[src/rtl/mem_arbiter.sv]
// Single-port memory arbiter sharing one RAM between fetch and data ports.
// Define MEM_ARB_FAIR_EN to bound fetch starvation at STARVE_MAX data grants.
module mem_arbiter #(
    parameter int DATA_W     = 32,
    parameter int ADDR_W     = 32,
    parameter int STARVE_MAX = 4
) (
    input  logic              clk,
    input  logic              rst_n,
    input  logic              i_req,
    input  logic [ADDR_W-1:0] i_addr,
    output logic              i_gnt,
    output logic              i_rvalid,
    output logic [DATA_W-1:0] i_rdata,
    input  logic              d_req,
    input  logic              d_we,
    input  logic [ADDR_W-1:0] d_addr,
    input  logic [DATA_W-1:0] d_wdata,
    output logic              d_gnt,
    output logic              d_rvalid,
    output logic [DATA_W-1:0] d_rdata,
    output logic              mem_en,
    output logic              mem_we,
    output logic [ADDR_W-1:0] mem_addr,
    output logic [DATA_W-1:0] mem_wdata,
    input  logic [DATA_W-1:0] mem_rdata
);

    typedef enum logic [1:0] {
        IDLE,
        IFETCH,
        DREAD,
        DWRITE
    } owner_t;

    owner_t owner;
    owner_t owner_nxt;
    logic   force_i;

`ifdef MEM_ARB_FAIR_EN
    logic [3:0] count;

    always_ff @(posedge clk) begin
        if (!rst_n) begin
            count <= 4'd0;
        end else if (i_gnt || !i_req) begin
            count <= 4'd0;
        end else if (d_gnt) begin
            count <= count + 4'd1;
        end
    end

    assign force_i = i_req & (count == 4'(STARVE_MAX));
`else
    // Strict data priority; STARVE_MAX is always nonzero, so this never forces.
    assign force_i = i_req & (STARVE_MAX == 0);
`endif

    always_comb begin
        d_gnt     = rst_n & d_req & ~force_i;
        i_gnt     = rst_n & i_req & ~d_gnt;
        mem_en    = i_gnt | d_gnt;
        mem_we    = d_gnt & d_we;
        mem_addr  = '0;
        mem_wdata = '0;
        if (i_gnt) begin
            mem_addr = i_addr;
        end else if (d_gnt) begin
            mem_addr = d_addr;
        end
        if (mem_en) begin
            mem_wdata = d_wdata;
        end
    end

    always_ff @(posedge clk) begin
        if (!rst_n) begin
            owner <= IDLE;
        end else begin
            owner <= owner_nxt;
        end
    end

    always_comb begin
        owner_nxt = IDLE;
        if (i_gnt) begin
            owner_nxt = IFETCH;
        end else if (d_gnt && !d_we) begin
            owner_nxt = DREAD;
        end else if (d_gnt && d_we) begin
            owner_nxt = DWRITE;
        end
    end

    // The RAM answers one cycle after the grant, so route by last cycle's owner.
    always_comb begin
        i_rvalid = (owner == IFETCH);
        d_rvalid = (owner == DREAD);
        i_rdata  = i_rvalid ? mem_rdata : '0;
        d_rdata  = d_rvalid ? mem_rdata : '0;
    end

endmodule

[config.mk]
export PLATFORM = sky130hd
export DESIGN_NAME = mem_arbiter
export DESIGN_NICKNAME = d
export VERILOG_FILES = /design/src/rtl/mem_arbiter.sv
export SDC_FILE = /design/constraint.sdc
export NUM_CORES = 1
export LEC_CHECK = 0
export CORE_AREA = 2 2 102 104
export CTS_CLUSTER_SIZE = 20
export DETAILED_ROUTE_END_ITERATION = 16
export DIE_AREA = 0 0 104 106
export HOLD_SLACK_MARGIN = 0.08
export PLACE_DENSITY = 0.61
export SYNTH_ARGS = -nofsm -noshare
export SYNTH_HDL_FRONTEND = slang
export SYNTH_SLANG_ARGS = --single-unit
[constraint.sdc]
create_clock -name clk -period 3.01 [get_ports clk]
set_clock_uncertainty 0.1 [all_clocks]
set_input_delay 0.4515 -clock clk [delete_from_list [all_inputs] [get_ports clk]]
set_output_delay 0.4515 -clock clk [all_outputs]
set_load 0.005 [all_outputs]
---- Yosys cells after proc, flatten, opt, wreduce, memory -nomap -nowiden ----
Index checks and enable logic that the tools add are counted.
word-level totals
  flip-flop bits (word level) ............. 2
  bits of input ports ..................... 133
  output and inout bits ................... 134
  word-level logic and storage cells ...... 23
cells by class
  eq/ne operators ......................... 2
  multiplexer cells ....................... 8
  bitwise operators ....................... 7
  reductions and logical operators ........ 4
operator list
  cell                                                                    count
  32-bit 2-to-1 mux                                                       5
  1-bit bitwise AND                                                       4
  2-bit 2-to-1 mux                                                        2
  2-bit by 1-bit equality test with 1-bit output (second input constant)  1
  2-bit equality test (second input constant)                             1
  1-bit logical AND                                                       2
  1-bit inverter                                                          2
  2-bit OR reduction                                                      1
  1-bit zero test                                                         1
  1-bit 2-to-1 mux                                                        1
  1-bit bitwise OR                                                        1

---- Logic depth before layout (Yosys ltp) ----
  depth in word-level cells ............... 5
  gate-level depth with buffers ........... 4
  gate-level depth less buffers ........... 2

---- Least setup slack after synthesis ----
No wires, ideal clock.
  path type ............................... in2out
  start ................................... input port i_req
  end ..................................... output port mem_wdata[22]
  arrival time ............................ 1110 ps
  required time ........................... 2458 ps
  setup slack ............................. 1349 ps
  cell stages on the path ................. 4
  path buffers ............................ 2
  path through ............................ buf_2 > o21a_1 > buf_2 > and2_1
between the ends
  longest elaborated chain between the ends .. 4
RTL lines
  element                          line  source
  from (decl)                      10    input logic i_req,
  1-bit bitwise AND (2 in series)  61    i_gnt = rst_n & i_req & ~d_gnt;
  1-bit bitwise OR                 62    mem_en = i_gnt | d_gnt;
  named net mem_en                 22    output logic mem_en,
  32-bit 2-to-1 mux                71    if (mem_en) begin
  to (decl)                        25    output logic [DATA_W-1:0] mem_wdata,
The timed path passes the listed nets, and every way through them passes these cells.

---- Worst setup path after layout ----
  start ................................... input port rst_n
  end ..................................... output port mem_addr[28]
between the ends
  longest elaborated chain between the ends .. 4
  elaborated cells between the ends (all ways) .. 6
  classes of those cells .................. 2 x mux; 4 x bitwise
RTL lines
  element              line  source
  from (decl)          9     input logic rst_n,
  1-bit bitwise AND    60    d_gnt = rst_n & d_req & ~force_i;
  1-bit inverter       61
  1-bit bitwise AND    61
  32-bit 2-to-1 mux *  66    if (i_gnt) begin
  to (decl)            24    output logic [ADDR_W-1:0] mem_addr,
Mark *: on every way between the ends. The rest lies on a longest branch, timed or not.

==> impl_results.md <==
* Status: completed
* Detailed Route Iter0 Violations at 92
* Synth Warn # at 0
* Setup Crit Path Kind: primary input to output port
* Initial antenna violation count at 1
* Max reg flops at 2
* Max-cap violations at 0
* Setup TNS at 0 ns
* CTS-repair resized insts at 0
* Xor-xnor portion of the synthesized cell area at 0%
* Startpoint types: primary input
* Hold WC Path Type: primary input to flip-flop
* Antenna-violating nets left at 0
* Largest family of logic cells by synthesized area: simple AND/OR/NAND/NOR gates
* Root Buffer: clkbuf_8
* Syn nets at 294
* Pins Over Slew Limit at 0
* Leakage at 1.46 nW
* CP required at 2.46 ns
* PortBufs at 266
* Clock transition at the registers of the reported paths at 0.03 ns
* First-pass GRT wire length at 12.0 mm
* DRC at 0
* Slew HR at 83.8%
* Mapped Cells at 161
* Via density at 4.02
* Commonest register cell after synthesis: dfxtp_1
* Clock sinks at 2
* Grt total ovfl at 0
* Vias at 2230
* DP Worst Slack at 0.313 ns
* Setup crit end kind: output port
* Final GP Congestion at 0.757
* Met2 GRT Util at 26.7%
* Worst vdd ir at 0.0865 mV
* Post-synthesis mux area share at 0.870%
* Unrepaired setup endpoints after global routing: no
* Final Setup Violations at 0
* Seq pwr share at 4.7%
* Most common cell in the netlist: and2_1
* Layout Nets at 553
* Setup ws final at 0.308 ns
* Worst-Margin Slew at 0.243 ns
* Fin crit share at 89.8%
* Pwr/cell area at 155 nW/um^2
* Post-synth top area cell: and2_1
* Vias in the first global route at 2232
* Cts bufs inserted at 3
* Post-layout min period at 2.70 ns
* Synth Area per Inst at 7.15 um^2
* Crit-path max FO at 10
* FP Rows at 37
* Switch Pwr at 160 uW
* Gate power share at 78.3%
* First drt pass iteration count at 4
* F_max at 370 MHz
* Post-synth ARST share at 0%
* Ranking of synthesized cells by area: and2_1 (54%), a32o_1 (28%), dfxtp_1 (3.5%)
* Max Buffers Root-to-Sink at 2
* Clock power frac at 17.1%
* Top cell type's share of synthesized area at 53.8%
* Post-synth EDFFs at 0
* Adder-cell share of the synthesized area at 0%
* Flops & latches, synth at 2
* Top post-synthesis cells by count: and2_1 (99), a32o_1 (32), clkbuf_1 (7)
* Hold Vio Cnt, Final at 0
* Post-DP HPWL at 7.24 mm
* Total Wirelength at 8.30 mm
* H-Tree Level Count at 1
* Pin count of the biggest net entering global routing at 34
* Clock tree from TritonCTS: done
* Initial core utilization at 11.5%
* Width of the chip at 104 um
* Most flops, register: owner
* Post-Synth Simple-Gate Area at 56.5%
* Post-synthesis sequential area ratio at 3.48%
* WP data arrival at 2.15 ns
* WL/cell at 15.0 um
* Die Height at 106 um
* GRT busiest layer: met2
* Syn Std Cell Area at 1150 um^2
* Net Sw Frac at 25.6%
* Layout cells sized above 1 at 3.11%
* Internal power at 463 uW
* GRT Util Overall at 13.9%
* Grt met1 use at 14.0%
* Post-CTS Setup Inserts at 0
* Hold_buf cts at 0
* Synth-to-Final Area Change at 249%
* Ports at 267
* Synth Area in Compound Gates at 28.5%
* Grt met3 use at 5.15%
* Largest registers: owner (2)
* Die ar. at 11000 um^2
* Core Footprint at 10000 um^2
* Netlist cell types at 12
==> worst paths after layout <==
kind                   from            to  slack, ns  cells past startpoint
worst max-delay path  rst_n  mem_addr[28]       0.31                      5
worst min-delay path   d_we      owner[0]       0.84                      3
==> cell type report <==
class,instances,area [um^2]
flip-flops and latches,2,40.0
fillers,1013,5990
clock buffers,3,41.3
repair buffers,275,2770
diodes,1,2.50
well taps,136,170
multi-input cells,138,991
==> metrics by stage <==
stage / instance area, um^2 / power (mW) / hold slack, ns / std cells / util (%)
5_1_grt: 4010 / 0.665 / 0.882 / 554 / 40.1
4_1_cts: 4010 / 0.635 / 0.849 / 554 / 40.1
3_3_place_gp: 3970 / 0.520 / 1.06 / 551 / 39.7
3_5_place_dp: 3970 / 0.522 / 1.06 / 551 / 39.7
6_report: 4010 / 0.622 / 0.841 / 555 / 40.1
2_1_floorplan: 1150 / 0.152 / 0.473 / 161 / -
==> worst max-delay path: stages <==
cell and delay, ns:
clkdlybuf4s50_1 0.54, nor2b_2 0.23, buf_4 0.20, a32o_1 0.21, clkdlybuf4s50_1 0.51
==> power by group through the flow <==
| stage | clock network (mW) | registers [mW] | logic (mW) |
|---|---|---|---|
| 2_1_floorplan | 0 | 0.0292 | 0.122 |
| 3_3_place_gp | 0 | 0.0292 | 0.491 |
| 3_5_place_dp | 0 | 0.0293 | 0.493 |
| 4_1_cts | 0.110 | 0.0289 | 0.496 |
| 5_1_grt | 0.115 | 0.0292 | 0.521 |
| 6_report | 0.106 | 0.0290 | 0.487 |
==> metal layers <==
| layer | routed length, um | up-vias |
|---|---|---|
| met5 | 0 | - |
| met3 | 937 | 6 |
| li1 | - | 1077 |
| met4 | 102 | 0 |
| met1 | 2960 | 987 |
| met2 | 4300 | 160 |
==> cells by family after synthesis <==
| family | count (synthesis) |
|---|---|
| AO/OA/AOI/OAI | 33 |
| buffers and inverters | 21 |
| flip-flops | 2 |
| multiplexers | 1 |
| AND/OR/NAND/NOR | 104 |
==> cell usage in the layout, fill, tap and decap left out, types with 2 or more instances in the layout <==
cell type / count
clkbuf_8: 3
and2_1: 99
clkdlybuf4s50_1: 266
a32o_1: 32
dfxtp_1: 2
buf_12: 3
buf_4: 6
nor2b_1: 3
(Power assumes the default switching activity.)
